**config.mk**
```make
export PLATFORM = sky130hd
export DESIGN_NAME = computer_mc
export DESIGN_NICKNAME = d
export VERILOG_FILES = /design/src/rtl/computer_mc.sv
export SDC_FILE = /design/constraint.sdc
export NUM_CORES = 1
export LEC_CHECK = 0
export CAP_MARGIN = 0
export CORE_MARGIN = 2
export CORE_UTILIZATION = 45
export CTS_CLUSTER_SIZE = 20
export DETAILED_ROUTE_END_ITERATION = 16
export PLACE_DENSITY_LB_ADDON = 0.08
export SETUP_SLACK_MARGIN = 0.02
export SYNTH_ARGS = -nofsm -noshare
export SYNTH_HDL_FRONTEND = slang
export SYNTH_SLANG_ARGS = --single-unit
```
**constraint.sdc**
```tcl
create_clock -name clk -period 9.35 [get_ports clk]
set_input_delay 1.87 -clock clk [delete_from_list [all_inputs] [get_ports clk]]
set_output_delay 1.87 -clock clk [all_outputs]
set_load 0.1 [all_outputs]
```
**src/rtl/computer_mc.sv**
```systemverilog
// computer_mc: multi-cycle register computer with FETCH/EXEC/MEM/HALTED sequencing.
// Instruction and data memories are external, behind req/ack handshakes, so
// wait-stated memories are supported.
// Ports:
//   clk, rst                      clock, synchronous active-high reset
//   imem_req/addr/ack/rdata       instruction fetch handshake (addr = PC)
//   dmem_req/we/addr/wdata/ack/rdata  data access handshake
//   pc_out                        current PC
//   alu_out                       last ALU result (ops 3..9)
//   status                        {Z,N,C,V}
//   halted                        core stopped until reset
module computer_mc #(
  parameter int unsigned DW   = 8,
  parameter int unsigned AW   = 8,
  parameter int unsigned NREG = 4,
  localparam int unsigned RW  = $clog2(NREG),
  localparam int unsigned IW  = 4 + 2 * RW + DW
) (
  input  logic          clk,
  input  logic          rst,
  output logic          imem_req,
  output logic [AW-1:0] imem_addr,
  input  logic          imem_ack,
  input  logic [IW-1:0] imem_rdata,
  output logic          dmem_req,
  output logic          dmem_we,
  output logic [AW-1:0] dmem_addr,
  output logic [DW-1:0] dmem_wdata,
  input  logic          dmem_ack,
  input  logic [DW-1:0] dmem_rdata,
  output logic [AW-1:0] pc_out,
  output logic [DW-1:0] alu_out,
  output logic [3:0]    status,
  output logic          halted
);

  localparam logic [3:0] OP_NOP  = 4'h0;
  localparam logic [3:0] OP_MOVK = 4'h1;
  localparam logic [3:0] OP_MOV  = 4'h2;
  localparam logic [3:0] OP_ADD  = 4'h3;
  localparam logic [3:0] OP_SUB  = 4'h4;
  localparam logic [3:0] OP_AND  = 4'h5;
  localparam logic [3:0] OP_OR   = 4'h6;
  localparam logic [3:0] OP_XOR  = 4'h7;
  localparam logic [3:0] OP_ADDK = 4'h8;
  localparam logic [3:0] OP_SHL  = 4'h9;
  localparam logic [3:0] OP_LD   = 4'hA;
  localparam logic [3:0] OP_ST   = 4'hB;
  localparam logic [3:0] OP_LDR  = 4'hC;
  localparam logic [3:0] OP_JMP  = 4'hD;
  localparam logic [3:0] OP_JZ   = 4'hE;
  localparam logic [3:0] OP_HALT = 4'hF;

  typedef enum logic [1:0] {S_FETCH, S_EXEC, S_MEM, S_HALTED} state_t;

  state_t          state, state_nxt;
  logic [IW-1:0]   ir;
  logic [AW-1:0]   pc;
  logic [DW-1:0]   rf [NREG];

  logic [3:0]      op;
  logic [RW-1:0]   rd, rs;
  logic [DW-1:0]   k;
  logic [DW-1:0]   rd_val, rs_val;
  logic [DW-1:0]   op_b, alu_res;
  logic [DW:0]     sum;
  logic            alu_c, alu_v, alu_upd;

  // Instruction field decode
  assign op     = ir[IW-1 -: 4];
  assign rd     = ir[IW-5 -: RW];
  assign rs     = ir[IW-5-RW -: RW];
  assign k      = ir[DW-1:0];
  assign rd_val = rf[rd];
  assign rs_val = rf[rs];

  assign imem_addr = pc;
  assign pc_out    = pc;

  // ALU: result and flags for ops 3..9
  always_comb begin
    op_b    = (op == OP_ADDK) ? k : rs_val;
    sum     = '0;
    alu_res = '0;
    alu_c   = 1'b0;
    alu_v   = 1'b0;
    alu_upd = 1'b1;
    case (op)
      OP_ADD, OP_ADDK: begin
        sum     = {1'b0, rd_val} + {1'b0, op_b};
        alu_res = sum[DW-1:0];
        alu_c   = sum[DW];
        alu_v   = (rd_val[DW-1] == op_b[DW-1]) && (alu_res[DW-1] != rd_val[DW-1]);
      end
      OP_SUB: begin
        alu_res = rd_val - op_b;
        alu_c   = rd_val < op_b;
        alu_v   = (rd_val[DW-1] != op_b[DW-1]) && (alu_res[DW-1] != rd_val[DW-1]);
      end
      OP_AND:  alu_res = rd_val & op_b;
      OP_OR:   alu_res = rd_val | op_b;
      OP_XOR:  alu_res = rd_val ^ op_b;
      OP_SHL: begin
        alu_res = rd_val << 1;
        alu_c   = rd_val[DW-1];
      end
      default: alu_upd = 1'b0;
    endcase
  end

  // State register
  always_ff @(posedge clk) begin
    if (rst) state <= S_FETCH;
    else     state <= state_nxt;
  end

  // Next-state logic
  always_comb begin
    state_nxt = state;
    case (state)
      S_FETCH: if (imem_ack) state_nxt = S_EXEC;
      S_EXEC: begin
        if (op == OP_LD || op == OP_ST || op == OP_LDR) state_nxt = S_MEM;
        else if (op == OP_HALT)                         state_nxt = S_HALTED;
        else                                            state_nxt = S_FETCH;
      end
      S_MEM:    if (dmem_ack) state_nxt = S_FETCH;
      S_HALTED: state_nxt = S_HALTED;
      default:  state_nxt = S_FETCH;
    endcase
  end

  // Output decode; requests are suppressed during reset
  always_comb begin
    imem_req = 1'b0;
    dmem_req = 1'b0;
    halted   = 1'b0;
    case (state)
      S_FETCH:  imem_req = !rst;
      S_MEM:    dmem_req = !rst;
      S_HALTED: halted   = 1'b1;
      default:  ;
    endcase
  end

  // Datapath: IR, PC, register file, flags and data-bus latches
  always_ff @(posedge clk) begin
    if (rst) begin
      ir         <= '0;
      pc         <= '0;
      alu_out    <= '0;
      status     <= '0;
      dmem_we    <= 1'b0;
      dmem_addr  <= '0;
      dmem_wdata <= '0;
      for (int i = 0; i < int'(NREG); i++) rf[i] <= '0;
    end else begin
      case (state)
        S_FETCH: if (imem_ack) ir <= imem_rdata;
        S_EXEC: begin
          if (alu_upd) begin
            rf[rd]  <= alu_res;
            alu_out <= alu_res;
            status  <= {alu_res == '0, alu_res[DW-1], alu_c, alu_v};
            pc      <= pc + AW'(1);
          end else begin
            case (op)
              OP_NOP:  pc <= pc + AW'(1);
              OP_MOVK: begin rf[rd] <= k;      pc <= pc + AW'(1); end
              OP_MOV:  begin rf[rd] <= rs_val; pc <= pc + AW'(1); end
              OP_LD: begin
                dmem_we   <= 1'b0;
                dmem_addr <= AW'(k);
              end
              OP_ST: begin
                dmem_we    <= 1'b1;
                dmem_addr  <= AW'(k);
                dmem_wdata <= rd_val;
              end
              OP_LDR: begin
                dmem_we   <= 1'b0;
                dmem_addr <= AW'(rs_val);
              end
              OP_JMP:  pc <= AW'(k);
              OP_JZ:   pc <= status[3] ? AW'(k) : pc + AW'(1);
              default: ;
            endcase
          end
        end
        S_MEM: begin
          if (dmem_ack) begin
            if (!dmem_we) rf[rd] <= dmem_rdata;
            pc <= pc + AW'(1);
          end
        end
        default: ;
      endcase
    end
  end

endmodule
```
==> flow_summary.json <==
{
  "outcome": "completed",
  "number_of_enable_flip_flop_cells_after_synthesis": 32,
  "final_critical_path_setup_slack_ps": 3800,
  "hold_slack_ps": 466,
  "clock_skew_ps": 7.28,
  "post_cts.resized_instances": 0,
  "setup.worst_path.class": "in2out",
  "initial_core_util_pct": 46.2,
  "finalCoreUtilization_pct": 54.4,
  "yosysWarningCount": 0,
  "antenna_fix_cells": 0,
  "drt_first_iter_violations": 448,
  "hold_viol": 0,
  "gr-usage-all-layers_pct": 24.2,
  "p_total_mw": 1.09,
  "critPathArrivalTime_ps": 3680,
  "fraction_of_final_layout_cells_sized_beyond_drive_strength_1_pct": 7.57,
  "irDropWorstVdd_uv": 130,
  "regToRegStartpoint": "ir[15]",
  "synth_nets": 694,
  "worst_path_required_time_ps": 7480,
  "post-synth-top-area-cell": "sky130_fd_sc_hd__dfxtp_1",
  "fillCellCount": 1188,
  "cp-start-kind": "primary input",
  "worstReg2RegEnd": "rf[2][7]",
  "clock-sinks": 90,
  "period_needed_ps": 5550,
  "layout_commonest_cell": "sky130_fd_sc_hd__nor2_1",
  "port_buffers": 75,
  "maxCapViolations": 0,
  "ant_nets": 0,
  "gp_congestion": 0.965,
  "cp-end-kind": "output port",
  "timing.critical_path.to": "imem_req",
  "synth_top_area_share_pct": 19.9,
  "die_h_microns": 118,
  "pin_count_of_the_biggest_net_entering_global_routing": 66,
  "regToRegSetupSlack_ps": 4700,
  "slew_violations": 0,
  "die_width_microns": 118,
  "clock_latency_on_the_worst_skew_pair_ps": 350,
  "aggregate_routed_wire_length_microns": 16800,
  "cts_tree": "built",
  "vias": 5006,
  "flow.area_growth_from_synthesis_pct": 17.8,
  "grt_pass1_vias": 4746,
  "antenna_found_initial": 0,
  "final.period_utilization_pct": 59.4,
  "r2r.worst_path.cells": 11,
  "worstSetupStartpoint": "rst",
  "io_pins": 76,
  "syn_area_sq_mm": 0.00583,
  "grt_remaining_overflow": 0,
  "coreArea_sq_mm": 0.0126,
  "synth_cell_type_count": 77,
  "syn_avg_cell_area_sq_um": 9.12,
  "total_leakage_power_nw": 2.45,
  "setup-violations-final": 0,
  "cts_setup_buffers": 0,
  "p_per_area_mw_per_mm2": 159,
  "place_worst_setup_slack_ps": 3790,
  "clk_path_buf_depth": 2,
  "synth.top_cells.by_area": "sky130_fd_sc_hd__dfxtp_1 (20%), sky130_fd_sc_hd__edfxtp_1 (16%), sky130_fd_sc_hd__nor2_1 (6.2%)",
  "num_rows": 41,
  "total_negative_setup_slacks_ps": 0,
  "cp_max_fo": 65,
  "cts-hold-fix-buffers": 0,
  "detail_route.drc_violations": 0,
  "cts-root-buf": "sky130_fd_sc_hd__clkbuf_16",
  "slew-limit-headroom_pct": 18.4,
  "nNetsFinal": 737,
  "worstHoldPathType": "reg2reg",
  "mostFrequentLayoutCells": "sky130_fd_sc_hd__nor2_1 (96), sky130_fd_sc_hd__clkdlybuf4s50_1 (74), sky130_fd_sc_hd__dfxtp_1 (58), sky130_fd_sc_hd__nand2_1 (57), sky130_fd_sc_hd__a21oi_1 (41)",
  "postSynth.asyncResetShare_pct": 0,
  "synth-seq-cells": 90,
  "place.detailed.hpwl_microns": 12600,
  "floorplan.die_area_sq_mm": 0.0139,
  "clkSlewWorstSetupHoldPaths_ps": 70,
  "syn-instance-count": 639,
  "detailed_router_iteration_count_before_antenna_repair": 5,
  "avgRoutedWirePerCell_microns": 19.6,
  "grt_first_pass_wirelength_microns": 26300,
  "clock.fmax_ghz": 0.180,
  "grt_setup_unrepaired": "no",
  "cts_htree_levels": 3,
  "tritoncts.num_buffers": 9,
  "timing_worst_slew_pin_value_ps": 1220,
  "ys_seq_area_share_pct": 36.4,
  "dr_vias_cell": 5.83,
  "synth_flop_cell": "sky130_fd_sc_hd__dfxtp_1"
}
## power breakdown
part / switching, mW / internal, mW / leakage [nW] / total, mW
combinational: 0.166 / 0.0986 / 1.50 / 0.265
sequential: 0.0185 / 0.419 / 0.801 / 0.437
clock: 0.157 / 0.234 / 0.147 / 0.390
## through the flow
step / cell area, sq um / instances
after CTS: 6870 / 859
after global placement: 6550 / 843
after detailed placement: 6550 / 843
after floorplan: 5830 / 639
final: 6870 / 859
after global routing: 6870 / 859
## cell usage after synthesis, drive strengths merged, types with 2 or more instances
library cell  count
nor2             96
dfxtp            58
nand2            58
a21oi            42
edfxtp           32
mux2i            32
inv              30
o21ai            29
ha               26
buf              23
clkbuf           23
nand2b           20
nor3             18
a211oi           17
mux4             17
a22oi            12
a21o              7
xnor2             7
nor2b             6
o22ai             6
a221oi            5
nand3             5
a22o              4
and3              4
o211ai            4
o21bai            4
or3               4
a211o             3
a311oi            3
and2              3
a21boi            2
a221o             2
nand3b            2
nor4              2
o21ba             2
o221a             2
o221ai            2
o31a              2
o31ai             2
o32ai             2
## kinds of logic after synthesis
| group | synth area share [%] |
|---|---|
| simple gates | 18.2 |
| flops | 36.4 |
| xor+xnor | 1.05 |
| mux | 12.5 |
| compound gates | 19.3 |
| fa+ha+maj | 5.93 |
| buf+inv | 6.57 |
## state kept, by name, summed over array words and instances, names as in the netlist, named ones only
signal	count
alu_out	7
dmem_addr	8
dmem_wdata	8
dmem_we	1
imem_addr	8
ir	16
rf	32
state	2
status	4
## worst min-delay path by stage
stage	from	to	cells past startpoint
floorplan	ir[8]	flop	2
global placement	status[1]	status[1]	2
detailed placement	ir[9]	ir[9]	2
CTS	ir[8]	ir[8]	2
global route	ir[8]	ir[8]	2
finish	ir[8]	ir[8]	2
## final cells by class
cell class              instances  area [sq um]  area share [%]
flip-flops and latches         90          2120            30.9
multi-input cells             472          3330            48.5
repair buffers                 78           768            11.2
inverters                      31           116            1.69
clock inverters                 7          92.6            1.35
clock buffers                   9           225            3.28
well taps                     172           215            3.13
## critical path, cell delays in order
cell and delay, ps:
sky130_fd_sc_hd__buf_2 100, sky130_fd_sc_hd__buf_4 310, sky130_fd_sc_hd__nor3_1 220, sky130_fd_sc_hd__clkdlybuf4s50_1 1160
## per-layer routing
metal  track usage (%)  wire length, microns
met1              33.3                  7580
met2              39.2                  7910
met3              4.26                  1020
met4              7.08                   289
met5                 0                     0
Note: power is estimated with default switching activity, not from simulation.
==> RTL change: new RTL, config.mk and constraints unchanged <==
Set the parameter `AW` to 9 (it was 8).
--- a/src/rtl/computer_mc.sv
+++ b/src/rtl/computer_mc.sv
@@ -11,7 +11,7 @@
 //   halted                        core stopped until reset
 module computer_mc #(
   parameter int unsigned DW   = 8,
-  parameter int unsigned AW   = 8,
+  parameter int unsigned AW   = 9,
   parameter int unsigned NREG = 4,
   localparam int unsigned RW  = $clog2(NREG),
   localparam int unsigned IW  = 4 + 2 * RW + DW
Interface: changed (resized dmem_addr, imem_addr and pc_out); port bits go from 76 to 79. The function was not compared with the original's and may differ.
==> RTL change against the original RTL <==
- clock power shrank 2%
- utilization increased by 0.12 points
- combinational power decreased by 5%
- cell count shrank 0.12%
- synthesized area down 1.5%
- total power is 1.7% lower
- cell area shrank 0.60%
- sequential cell count rose by 1
- setup slack lost 0.063 ns
- routed wire length is 0.82% lower
- largest cell class unchanged
==> RTL change: results (changes against the original RTL) <==
{
  "finalHoldWorstSlack": {"value": 0.459, "unit": "ns", "change": "-0.00700 ns"},
  "met1_length": {"value": 7240, "unit": "um", "change": "-4.4%"},
  "synthCells": {"value": 636, "change": "-0.47%"},
  "multi_input_gate_share_of_the_layout_cell_area": {"value": 47.6, "unit": "%", "change": "-0.86 points"},
  "detailedPlace.worstSlack": {"value": 3.74, "unit": "ns", "change": "-0.0466 ns"},
  "grt_pass1_wl": {"value": 25300, "unit": "um", "change": "-3.7%"},
  "drt_iter0_drc": {"value": 422, "change": "-5.8%"},
  "inverters": {"value": 29, "change": "-6.5%"},
  "synth_common_cells": {"value": "93 x nor2_1, 65 x nand2_1, 59 x dfxtp_1, 49 x a21oi_1, 32 x edfxtp_1"},
  "synth_seq_area_share": {"value": 37.3, "unit": "%", "change": "+0.91 points"},
  "multi_input_gates": {"value": 468, "change": "-0.85%"},
  "critical_path.max_fanout": {"value": 63, "change": "-3.1%"},
  "r2r_end": {"value": "rf[3][4]"},
  "synth_fp_nets": {"value": 689, "change": "-0.72%"},
  "ys_types": {"value": 74, "change": "-3.9%"},
  "yosys.area_share.xor_xnor": {"value": 0.916, "unit": "%", "change": "-0.14 points"},
  "hpwl": {"value": 12300, "unit": "um", "change": "-2.7%"},
  "instances_no_fill": {"value": 858, "change": "-0.12%"},
  "fmaxAchievable": {"value": 0.178, "unit": "GHz", "change": "-1.1%"},
  "area_delta_synth_final": {"value": 18.9, "unit": "%"},
  "layout.nets": {"value": 734, "change": "-0.41%"},
  "status": {"value": "completed"},
  "num_vias": {"value": 4987, "change": "-0.38%"},
  "num-nonclk-buffers": {"value": 82, "change": "+5.1%"},
  "synth_top_family_by_area": {"value": "simple AND/OR/NAND/NOR gates"},
  "synth-compound-area-share": {"value": 17.7, "unit": "%", "change": "-1.6 points"},
  "timing.reg2reg.setup_slack": {"value": 4.73, "unit": "ns", "change": "+0.03 ns"},
  "fillers": {"value": 1194, "change": "+0.51%"},
  "grt_start_max_net_pins": {"value": 64, "change": "-3.0%"}
}
RTL change: worst reg2reg max path, stage by stage (launching register included):
cell and delay, ns:
dfxtp_1 0.30, buf_4 0.22, or4b_4 0.70, mux2i_4 0.27
xnor2_1 0.37, inv_1 0.09, ha_1 0.21, or2_2 0.29
a221oi_1 0.57, a22o_1 0.26, o31a_1 0.12, o2111ai_1 0.35
o221ai_1 0.52, inv_1 0.09
RTL change: kinds of logic (layout without fill, tap and decap cells):
group / Yosys count / in the layout
AO/OA/AOI/OAI: 148 / 148
XOR/XNOR: 6 / 6
adder cells (fa/ha/maj): 25 / 25
buffers and inverters: 77 / 127
flip-flops: 91 / 91
multiplexers: 47 / 47
other: 1 / 1
AND/OR/NAND/NOR: 241 / 241
RTL change: power groups by stage:
stage	Sequential (W)	Clock (W)	Combinational, W
after floorplan	0.000459	0	0.000168
after global placement	0.000448	0	0.000247
after detailed placement	0.000449	0	0.000250
after CTS	0.000440	0.000387	0.000251
after global routing	0.000442	0.000404	0.000272
final	0.000440	0.000382	0.000252
